$ cat config.mk
export PLATFORM = sky130hd
export DESIGN_NAME = tone_clk_pwm
export DESIGN_NICKNAME = d
export VERILOG_FILES = /design/src/rtl/tone_clk_pwm.sv
export SDC_FILE = /design/constraint.sdc
export NUM_CORES = 1
export LEC_CHECK = 0
export ABC_AREA = 1
export CAP_MARGIN = 5
export CORE_ASPECT_RATIO = 0.6
export CORE_MARGIN = 5
export CORE_UTILIZATION = 55
export CTS_CLUSTER_SIZE = 20
export DETAILED_ROUTE_END_ITERATION = 7
export PLACE_DENSITY = 0.79
export SLEW_MARGIN = 40
export SYNTH_ARGS = -nofsm -noshare
export SYNTH_HDL_FRONTEND = slang
export SYNTH_SLANG_ARGS = --single-unit
$ cat constraint.sdc
create_clock -name clk_in -period 3 [get_ports clk_in]
set_input_delay 0.3 -clock clk_in [delete_from_list [all_inputs] [get_ports clk_in]]
set_output_delay 0.3 -clock clk_in [all_outputs]
set_load 0.02 [all_outputs]
$ cat src/rtl/tone_clk_pwm.sv
// Beat clock divider and square-wave tone generator for the music-box player.
// Define PWM_INVERT_EN to drive an active-low speaker (pwm_out idles high).
module tone_clk_pwm #(
  parameter int unsigned CLK_HZ   = 12000000,
  parameter int unsigned BEAT_HZ  = 4,
  parameter int unsigned PERIOD_W = 32
) (
  input  logic                clk_in,
  input  logic                rst_in,
  input  logic                pwm_en,
  input  logic [PERIOD_W-1:0] freq,
  output logic                clk_out,
  output logic                pwm_out
);

  localparam int unsigned HALF_DIV = CLK_HZ / (2 * BEAT_HZ);
  localparam int unsigned DIV_W    = (HALF_DIV > 1) ? $clog2(HALF_DIV) : 1;
  localparam logic [DIV_W-1:0] DIV_LAST = DIV_W'(HALF_DIV - 1);

`ifdef PWM_INVERT_EN
  localparam logic PWM_INV = 1'b1;
`else
  localparam logic PWM_INV = 1'b0;
`endif

  logic [DIV_W-1:0]    div_cnt_q, div_cnt_d;
  logic                clk_out_q, clk_out_d;
  logic [PERIOD_W-1:0] tone_cnt_q, tone_cnt_d;
  logic [PERIOD_W-1:0] period_q, period_d;
  logic                pwm_q, pwm_d;

  always_comb begin
    div_cnt_d = div_cnt_q + DIV_W'(1);
    clk_out_d = clk_out_q;
    if (div_cnt_q == DIV_LAST) begin
      div_cnt_d = '0;
      clk_out_d = ~clk_out_q;
    end
  end

  // freq is only taken into period_q at a period boundary, so notes never glitch.
  always_comb begin
    tone_cnt_d = tone_cnt_q;
    period_d   = period_q;
    pwm_d      = PWM_INV;
    if (!pwm_en || (period_q == '0)) begin
      tone_cnt_d = '0;
      period_d   = freq;
    end else begin
      pwm_d = (tone_cnt_q < (period_q >> 1)) ^ PWM_INV;
      if (tone_cnt_q >= (period_q - PERIOD_W'(1))) begin
        tone_cnt_d = '0;
        period_d   = freq;
      end else begin
        tone_cnt_d = tone_cnt_q + PERIOD_W'(1);
      end
    end
  end

  always_ff @(posedge clk_in or posedge rst_in) begin
    if (rst_in) begin
      div_cnt_q  <= '0;
      clk_out_q  <= 1'b0;
      tone_cnt_q <= '0;
      period_q   <= '0;
      pwm_q      <= PWM_INV;
    end else begin
      div_cnt_q  <= div_cnt_d;
      clk_out_q  <= clk_out_d;
      tone_cnt_q <= tone_cnt_d;
      period_q   <= period_d;
      pwm_q      <= pwm_d;
    end
  end

  assign clk_out = clk_out_q;
  assign pwm_out = pwm_q;

endmodule

==> run_results.csv <==
group,metric,value,unit
worst_setup_path,rrSetupSlack,-160,ps
worst_setup_path,crit_fanout,8,
die,die_h,94.5,um
worst_setup_path,reg2reg_from,"period_q[5]",
timing,finalSetupViolCount,63,
flow_run,drv_cap,0,
worst_hold_path,min_path_type,"input pin to asynchronous set/reset pin",
timing,rsz0062_at_grt,"true",
placed_design,dp_cells,1086,
die,fp-row-count,30,
final_layout,layout-drive-gt1-share,23.5,%
timing,layout_setup_ws,-156,ps
timing,slew-limit-headroom,58.8,%
worst_setup_path,cp.arrival,3440,ps
drt,drtAntennaViolNets,0,
status,violations,"setup timing",
worst_setup_path,rr_worst_depth,18,
synth,synth_area_leaders,"dfrtp_1, ha_1, nand2_1, xor2_1, inv_1",
drt,drc,0,
worst_setup_path,required,3290,ps
die,initial_core_util,57.0,%
power_and_ir_drop,ir_drop,0.000244,V
die,die-area,14300,sq um
power_and_ir_drop,p_leak,3.98,nW
synth,synth_top_area_share,33.2,%
synth,syn_area,6550,sq um
synth,synth_ff_type,"dfrtp_1",
grt,grt.total_usage,24.7,%
grt,grt_max_degree,58,
grt,grt_pass1_wl,27.6,mm
die,core_area,11500,sq um
placed_design,post_dp_cell_area,7400,sq um
drt,top_layer_used,"met4",
power_and_ir_drop,powerDensity,365,nW/um^2
synth,synth_common_cells,"nand2_1, inv_1, nor2_1",
placed_design,place_ws,-58.7,ps
clock_tree,cts.sinks,87,
worst_setup_path,worstSetupEndpointType,"register",
synth,synth_cells,860,
drt,drtPass1Iterations,7,
grt,grt_pass1_vias,5485,
final_layout,fillCellCount,860,
timing,period_share,105,%
synth,async_reset_ff_share,100,%
drt,drt-initial-drc-count,503,
timing,hold_viol,0,
drt,wl_met1,9.21,mm
clock_tree,clk_pin_slew,70,ps
drt,wl_met3,1.66,mm
final_layout,nets,1060,
worst_setup_path,path_class,"register to register",
timing,whs,325,ps
drt,met2_length,8.00,mm
synth,yosysUniqueCellTypes,37,
synth,ys_seq_area_share,33.2,%
clock_tree,clockBufferDepth,2,
drt,drt-vias-per-instance,5.61,
worst_setup_path,cp-start-kind,"register",
worst_setup_path,regToRegEndpoint,"period_q[15]",
synth,synth_area_leader_cell,"dfrtp_1",
synth,yosysWarnings,0,
synth,yosysMostFrequentCell,"nand2_1",
drt,drt_wl_total,19.2,mm
die,die_w,151,um
timing,tns,-7870,ps
synth,synth.net_count,961,
clock_tree,clockRootBuffer,"clkbuf_16",
final_layout,syn2layout_area_growth,27.7,%
timing,finClkSkew,6.86,ps
status,outcome,"complete, but fails checks",
placed_design,hpwlAfterDp,12.9,mm
synth,syn_avg_cell_area,7.62,sq um
final_layout,design_area,8370,sq um
timing,fmax,317,MHz
final_layout,num_antenna_cells,0,
timing,worst_pin_slew,615,ps
placed_design,gp_congestion,0.952,
placed_design,portBuffers,36,
clock_tree,cts_tree,"done",
clock_tree,h-tree-depth,3,
power_and_ir_drop,fin_total_pwr,3.05,mW
clock_tree,hold_buffers,0,
drt,wl_per_cell,17.1,um
synth,ys_ff_latch,87,
worst_setup_path,crit_start,"period_q[5]",
timing,drv_slew,0,
clock_tree,clkLatencyLatePin,350,ps
drt,vias,6306,
die,pin_count,37,
grt,antenna_found_initial,0,
synth,synth-edff-count,0,
worst_setup_path,crit_end,"period_q[15]",
final_layout,fin_util,72.9,%
final_layout,instances_no_fill,1124,
grt,grt-ovfl-total,0,
clock_tree,numCtsBuffers,9,
timing,fin_crit,3160,ps
==> layout make-up <==
type	count	area, sq um	area share, %
inverter	109	410	4.90
sequential	87	2180	26.1
clock inverter	7	73.8	0.882
clock buffer	9	225	2.69
timing repair buffer	100	991	11.8
tap	160	200	2.39
multi-input combinational	652	4290	51.2
==> critical path: stages (launching register included) <==
cell	delay [ps]
dfrtp_1	440
nor2_4	180
nand2_2	130
nor2_4	140
buf_4	120
buf_4	110
nand3_1	120
o21ai_0	310
inv_1	120
ha_1	320
nand4_1	150
nor3_1	180
nand2_1	90
nand2_1	120
nand2_4	110
nand2_8	150
clkbuf_16	190
nand2_2	50
nand2_1	50
==> metal layers <==
metal  track usage (%)  vias to the layer above
li1                  -                     2986
met1              40.1                     2973
met2              33.4                      292
met3              5.23                       55
met4              4.45                        0
met5                 0                        -
==> state kept, by name, indices dropped and copies added, names as in the netlist <==
register and flops:
period_q 32, tone_cnt_q 32, div_cnt_q 21, clk_out 1
pwm_out 1
==> layout by cell type, fill, tap and decap left out, drive strengths merged <==
| cell | instances |
|---|---|
| buf | 61 |
| or2 | 1 |
| bufinv | 1 |
| clkbuf | 12 |
| nor3b | 1 |
| clkinvlp | 1 |
| nand3b | 4 |
| nor4 | 6 |
| o21bai | 1 |
| nor2 | 125 |
| o211a | 1 |
| o21a | 5 |
| a21oi | 38 |
| nand2 | 204 |
| xor2 | 49 |
| o22ai | 1 |
| nand4 | 18 |
| clkinv | 6 |
| ha | 66 |
| dfrtp | 87 |
| and2 | 2 |
| xnor2 | 9 |
| inv | 108 |
| nand3 | 70 |
| o21ai | 20 |
| nor3 | 31 |
| clkdlybuf4s50 | 36 |
==> repair_timing <==
action                                  CTS  global route
pin swaps                                16            33
resized for setup                        28            96
setup buffers                             6            12
endpoints found under the setup margin   63            64
gates cloned                              1             4
==> worst min path at each step <==
stage | cells past startpoint | slack (ps) | start | to
after floorplan | 2 | 410 | freq[0] | period_q[0]
after global placement | 1 | 450 | div_cnt_q[18] | div_cnt_q[18]
after detailed placement | 1 | 450 | div_cnt_q[18] | div_cnt_q[18]
after CTS | 2 | 340 | rst_in | tone_cnt_q[20]
after global routing | 2 | 370 | rst_in | tone_cnt_q[28]
final | 2 | 330 | rst_in | tone_cnt_q[27]
==> report_power, final <==
part	internal (mW)	switching, mW	total, mW	leakage (nW)
clock	0.647	0.499	1.15	0.145
combinational	0.272	0.355	0.627	2.70
sequential	1.22	0.0645	1.28	1.13
total	2.13	0.919	3.05	3.98
==> cells by family after synthesis <==
kind of cell	after synthesis	share of synthesized area [%]
XOR/XNOR	58	7.75
AO/OA/AOI/OAI	66	5.42
AND/OR/NAND/NOR	461	33.2
buffers and inverters	122	7.81
adder cells (fa/ha/maj)	66	12.6
flip-flops	87	33.2
No activity file was read; power rests on OpenSTA's default activity.
